==> config.mk <==
export PLATFORM = sky130hd
export DESIGN_NAME = program_loader
export DESIGN_NICKNAME = d
export VERILOG_FILES = /design/src/rtl/program_loader.sv
export SDC_FILE = /design/constraint.sdc
export NUM_CORES = 1
export LEC_CHECK = 0
export ABC_AREA = 0
export CAP_MARGIN = 0
export CORE_MARGIN = 4
export CORE_UTILIZATION = 48
export CTS_CLUSTER_SIZE = 14
export DETAILED_ROUTE_END_ITERATION = 8
export PLACE_DENSITY_LB_ADDON = 0.25
export SLEW_MARGIN = 20
export SYNTH_ARGS = -nofsm -noshare
export SYNTH_HDL_FRONTEND = slang
export SYNTH_SLANG_ARGS = --single-unit
export TNS_END_PERCENT = 1
==> constraint.sdc <==
create_clock -name clk -period 1.6 [get_ports clk]
set_input_delay 0.32 -clock clk [delete_from_list [all_inputs] [get_ports clk]]
set_output_delay 0.32 -clock clk [all_outputs]
set_load 0.03 [all_outputs]
==> src/rtl/program_loader.sv <==
// program_loader: assembles UART bytes into 32-bit words and writes them to program memory.
// Ports:
//   clk, rst                 clock and synchronous active-high reset
//   i_load_start             pulse that starts a load at address 0
//   i_rx_data, i_rx_done     received byte and its one-cycle strobe
//   o_program_memory_write   one-cycle write enable
//   o_instruction_write      word being written (held after the write)
//   o_address_write          address being written (held after the write)
//   o_busy                   load in progress
//   o_load_done              halt word has been written
//   o_error                  address space exhausted before a halt word
module program_loader #(
    parameter logic [31:0] HALT_WORD = 32'hFFFF_FFFF,
    parameter logic [7:0]  ADDR_INC  = 8'd1,
    parameter logic [7:0]  ADDR_MAX  = 8'hFF
) (
    input  logic        clk,
    input  logic        rst,
    input  logic        i_load_start,
    input  logic [7:0]  i_rx_data,
    input  logic        i_rx_done,
    output logic        o_program_memory_write,
    output logic [31:0] o_instruction_write,
    output logic [7:0]  o_address_write,
    output logic        o_busy,
    output logic        o_load_done,
    output logic        o_error
);
    typedef enum logic [2:0] {IDLE, RECV, WRITE, DONE, ERROR} state_t;
    localparam logic [7:0] LAST_OK = ADDR_MAX - ADDR_INC;
    state_t      r_state;
    logic [31:0] r_word;
    logic [1:0]  r_byte_cnt;
    logic [7:0]  r_addr;
    logic [31:0] w_next_word;
    assign w_next_word = {r_word[23:0], i_rx_data};
    always_ff @(posedge clk) begin
        if (rst) begin
            r_state                <= IDLE;
            r_word                 <= '0;
            r_byte_cnt             <= '0;
            r_addr                 <= '0;
            o_program_memory_write <= 1'b0;
            o_instruction_write    <= '0;
            o_address_write        <= '0;
            o_busy                 <= 1'b0;
            o_load_done            <= 1'b0;
            o_error                <= 1'b0;
        end else begin
            o_program_memory_write <= 1'b0;
            case (r_state)
                IDLE, DONE, ERROR: begin
                    if (i_load_start) begin
                        r_state     <= RECV;
                        r_addr      <= '0;
                        r_byte_cnt  <= '0;
                        r_word      <= '0;
                        o_load_done <= 1'b0;
                        o_error     <= 1'b0;
                        o_busy      <= 1'b1;
                    end
                end
                RECV: begin
                    if (i_rx_done) begin
                        r_word     <= w_next_word;
                        // 2-bit counter wraps to 0 on the 4th byte
                        r_byte_cnt <= r_byte_cnt + 2'd1;
                        if (r_byte_cnt == 2'd3) begin
                            // write is issued the cycle after the 4th byte
                            r_state                <= WRITE;
                            o_program_memory_write <= 1'b1;
                            o_instruction_write    <= w_next_word;
                            o_address_write        <= r_addr;
                        end
                    end
                end
                WRITE: begin
                    if (r_word == HALT_WORD) begin
                        r_state     <= DONE;
                        o_load_done <= 1'b1;
                        o_busy      <= 1'b0;
                    end else if (r_addr > LAST_OK) begin
                        r_state <= ERROR;
                        o_error <= 1'b1;
                        o_busy  <= 1'b0;
                    end else begin
                        r_state <= RECV;
                        r_addr  <= r_addr + ADDR_INC;
                        // a byte landing in this cycle starts the next word
                        if (i_rx_done) begin
                            r_word     <= {24'b0, i_rx_data};
                            r_byte_cnt <= 2'd1;
                        end
                    end
                end
                default: r_state <= IDLE;
            endcase
        end
    end
endmodule

Yosys cells after proc, flatten, opt, wreduce, memory -nomap -nowiden
Cells that the tools add are included.
{"block": "op_classes", "magnitude_cmp": 1, "n_reduce_logical": 12, "shift": 0, "addsub": 2, "eq_ne": 15, "n_mul": 0, "n_mux": 33, "n_div": 0, "n_bitwise": 2}
{"operator": "two-way mux 32 bit", "count": 5}
{"operator": "case mux 32 bit (3 select lines)", "count": 1}
{"operator": "== test 32 bit (second input constant)", "count": 1}
{"operator": "two-way mux 8 bit", "count": 3}
{"operator": "inequality test 2 bit (second input constant)", "count": 8}
{"operator": "case mux 8 bit (2 select lines)", "count": 1}
{"operator": "two-way mux 3 bit", "count": 5}
{"operator": "AND reduction 3 bit", "count": 4}
{"operator": "two-way mux 2 bit", "count": 5}
{"operator": "case mux 3 bit (3 select lines)", "count": 1}
{"operator": "adder 8 x 1 -> 8 bit (second input constant)", "count": 1}
{"operator": "> comparator 8 bit (second input constant)", "count": 1}
{"operator": "two-way mux 1 bit", "count": 8}
{"operator": "AND reduction 4 bit", "count": 2}
{"operator": "== test 3 x 2 -> 1 bit (second input constant)", "count": 2}
{"operator": "case mux 1 bit (2 select lines)", "count": 3}
{"operator": "case mux 2 bit (3 select lines)", "count": 1}
{"operator": "AND reduction 6 bit", "count": 1}
{"operator": "OR reduction 3 bit", "count": 2}
{"operator": "== test 3 x 1 -> 1 bit (second input constant)", "count": 1}
{"operator": "== test 3 bit (second input constant)", "count": 1}
{"operator": "logical NOT 3 bit", "count": 1}
{"operator": "inequality test 3 bit (second input constant)", "count": 1}
{"operator": "nonzero test 3 bit", "count": 1}
{"operator": "4 further kinds", "count": 5}
{"block": "word_totals", "rom_bits": 0, "memories": 0, "input_bits": 12, "register_bits": 89, "wordCells": 75, "latch_bits": 0, "ramBits": 0}

Logic depth before layout (Yosys ltp)
{"block": "depth", "word_depth": 4, "depth_mapped": 8}

Worst setup path after synthesis
No wires, ideal clock.
{"block": "synth_timing", "path_type": "register to register", "from": "reg r_addr[0]", "to": "reg r_addr[1]", "arrival_time_ps": 1615, "path_stages_with_launch": 7, "synth_period_minus_slack_ps": 1736, "required_ps": 1479, "n_path_buf": 0, "slack_ps": -136, "setup_time_ps": 121, "path_cell_list": "dfxtp_1 > inv_1 > ha_1 > nand4b_1 > nor2_1 > nor3_1 > mux2_2"}
{"block": "synth_via", "elab_chain_len": 4, "elab_cells_between_ends": 7, "classes_between": "1 x add/sub; 1 x order compare; 1 x eq/ne; 3 x mux; 1 x reduce/logical"}
{"element": "start: declaration", "line": "34", "text": "logic [7:0] r_addr;"}
{"element": "start signal: assignment", "line": "88", "text": "r_addr <= r_addr + ADDR_INC;"}
{"element": "adder 8 x 1 -> 8 bit", "line": "88"}
{"element": "two-way mux 8 bit", "line": "82", "text": "end else if (r_addr > LAST_OK) begin"}
{"element": "two-way mux 8 bit", "line": "78", "text": "if (r_word == HALT_WORD) begin"}
{"element": "case mux 8 bit (2 select lines)", "line": "51", "text": "case (r_state)"}
Several ways; a longest one is shown, not always the timed one. The select of a mux whose other input is x is not followed.
A chain may end at the register's enable or synchronous reset.

Worst setup path after layout
{"block": "layout_timing", "from": "reg r_word[4]", "to": "reg r_addr[6]"}
{"block": "layout_via", "elab_chain_len": 3}
{"element": "start: declaration", "line": "32", "text": "logic [31:0] r_word;"}
{"element": "start signal: assignment", "line": "65", "text": "r_word <= w_next_word;"}
{"element": "start signal: assignment", "line": "91", "text": "r_word <= {24'b0, i_rx_data};"}
{"element": "== test 32 bit", "line": "78"}
{"element": "inequality test 2 bit (no line)"}
{"element": "AND reduction 4 bit (no line)"}
No other way between the ends.

==> flow_summary.yaml <==
cells_and_area:
  antennaDiodeCount: 0
  drive_above_1_share_pct: 22.6
  final_nets: 577
  synthToLayoutAreaGrowth_pct: 36.6
  design_area_mm2: 0.00516
timing:
  slew_violations: 0
  setup_viol: 27
  clock_skew_ns: 0.00794
  hold_ws_ns: 0.334
  finalCritPeriodShare_pct: 106
  fin_tns_setup_ns: -1.09
  max_freq_ghz: 0.591
  hold_viol: 0
  relSlewSlack_pct: 61.7
  rsz0062_at_grt: "yes"
  worst_slack_ns: -0.0918
  min_period_ns: 1.69
  worst_pin_slew_ns: 0.575
power_and_ir_drop:
  power_density_mw_per_mm2: 844
  p_total_mw: 4.35
  cellLeakagePower_nw: 2.10
  ir_drop_uv: 450
global_routing:
  track_usage_pct: 20.7
  grt_pass1_vias: 3464
  antenna_found_initial: 0
  grt_max_degree: 42
  overflow: 0
  grt_pass1_wl_um: 16300
outcome:
  status: "finished with violations"
  violations: "setup timing"
placement:
  dpl-instance-area_mm2: 0.00492
  place_congestion: 0.890
  dp_hpwl_um: 6740
  port_buffers: 55
logic_synthesis:
  synth_ff_type: "dfxtp_1"
  syn-cell-area_mm2: 0.00378
  ys_seq_area_share_pct: 47.2
  synth_nets: 470
  synth_cell_types: 50
  syn_inst: 455
  async_reset_ff_share_pct: 0
  synth.avg_cell_area_um2: 8.30
  ys_seq_elements: 89
  synth_edf_count: 0
  ys_top_cells_by_area: "dfxtp_1, nand2_1, a21oi_1"
  synth_area_leader_cell: "dfxtp_1"
  synth_top_area_share_pct: 47.2
  yosysWarnings: 0
route:
  wire_per_inst_um: 14.4
  drc_errors: 0
  viasPerCell: 5.41
  vias: 3618
  drtIter0Drc: 165
  firstDrtPassIters: 4
  drtAntennaViolNets: 0
  routed_wirelength_um: 9610
clock_network:
  cts_max_level: 3
  holdBufCountCts: 0
  clkSinkCount: 89
  root_buffer: "clkbuf_8"
  numCtsBuffers: 9
  cts_max_path_buffers: 2
  clk_pin_slew_ns: 0.09
  insertion_delay_ns: 0.36
  cts_tree: "built"
floorplan:
  die_area_mm2: 0.00935
  rows: 32
  die_h_um: 96.7
  start_util_pct: 49.1
  die_x_um: 96.7
  core_mm2: 0.00769
  ios: 56
setup_path:
  worstSetupPathType: "reg -> reg"
  crit_path_start_kind: "flip-flop"
  arrival_ns: 1.98
  worst_setup_path_end_kind: "flip-flop"
  required_ns: 1.89
  crit_path_max_fanout: 13
job:
  cap_violations: 0
worst_hold_path:
  hold_path.class: "in -> reg"
-- synth_stat cells, drive strengths merged (2+ instances only) --
library cell and count:
nand2 131, dfxtp 89, a21oi 47, o21ai 29, a22oi 24, clkbuf 21
nand4 18, nor2 15, buf 10, a221o 8, nand2b 6, nor3 6
mux2i 4, nand3 4, or3 4, ha 3, nor4 3, or2 3
a211oi 2, and3 2, inv 2, mux2 2, nor3b 2, o21a 2
-- flip-flops by register name (all words and copies together), names as in the netlist --
| register | flops |
|---|---|
| o_instruction_write | 32 |
| o_error | 1 |
| o_load_done | 1 |
| r_byte_cnt | 2 |
| r_word | 32 |
| r_state | 3 |
| r_addr | 8 |
| o_busy | 1 |
| o_program_memory_write | 1 |
| o_address_write | 8 |
-- area by class of cell --
class                      count  area [µm²]
clock buffer                   9         124
clock inverter                 7        77.6
fill                         668        2530
inverter                       2        7.51
multi-input combinational    333        1920
sequential                    89        1800
tap                          102         128
timing repair buffer         127        1110
-- cell families (layout without fill, tap and decap cells) --
logic type      Yosys count  count (layout)  share of synthesized area, %
mux                       6               6                          1.66
buf+inv                  33             145                          4.34
flops                    89              89                          47.2
compound gates          120             120                          20.4
simple gates            204             204                          25.4
fa+ha+maj                 3               3                         0.994
-- per-layer routing --
layer / wire, µm / global-route usage, % / vias to the layer above
li1: - / - / 1833
met4: 123 / 7.02 / 0
met3: 340 / 3.46 / 10
met1: 4190 / 25.4 / 1700
met5: 0 / 0 / -
met2: 4960 / 36.6 / 75
-- path summary, 6_finish.rpt --
kind | from | to | slack [ns] | depth (start not counted)
min reg2reg | o_instruction_write[2] | o_instruction_write[2] | 0.46 | 2
max | r_word[4] | r_addr[6] | -0.09 | 6
max reg2reg | r_word[4] | r_addr[6] | -0.09 | 6
min | rst | o_instruction_write[0] | 0.33 | 3
-- worst max-delay path, cell delays in order, from the launching register on --
cell and delay (ns):
dfxtp_2 0.35, nand4_1 0.15, nor4_2 0.34, and3_4 0.31
buf_8 0.15, nand3b_1 0.13, mux2i_1 0.19
-- power breakdown --
part	switching, mW	total [mW]	internal, mW
Sequential	0.0300	2.28	2.25
Clock	0.856	1.60	0.742
Combinational	0.243	0.472	0.228
Total	1.13	4.35	3.22
-- through the flow --
stage,worst slack (ns),cells,util (%)
after global routing,-0.178,669,67.1
after global placement,-0.347,653,64.0
after detailed placement,-0.411,653,64.0
after floorplan,-0.0305,455,-
after CTS,-0.0863,669,66.6
final,-0.0918,669,67.1
-- timing repair --
item                       CTS  global route
setup buffers                0             1
gates resized for setup     62            26
pin swaps                    6             8
setup endpoints to repair   91            76
-- cells in the final DEF (no fill, tap or decap), types with 10 or more instances in the layout --
cell and count:
nand2_1 131, dlygate4sd2_1 43, buf_4 65, clkdlybuf4s50_1 10
o21ai_0 12, nand4_1 18, dfxtp_1 79, a22oi_1 24
a21oi_1 46, o21ai_1 14, nor2_1 12
(Power assumes the default switching activity.)
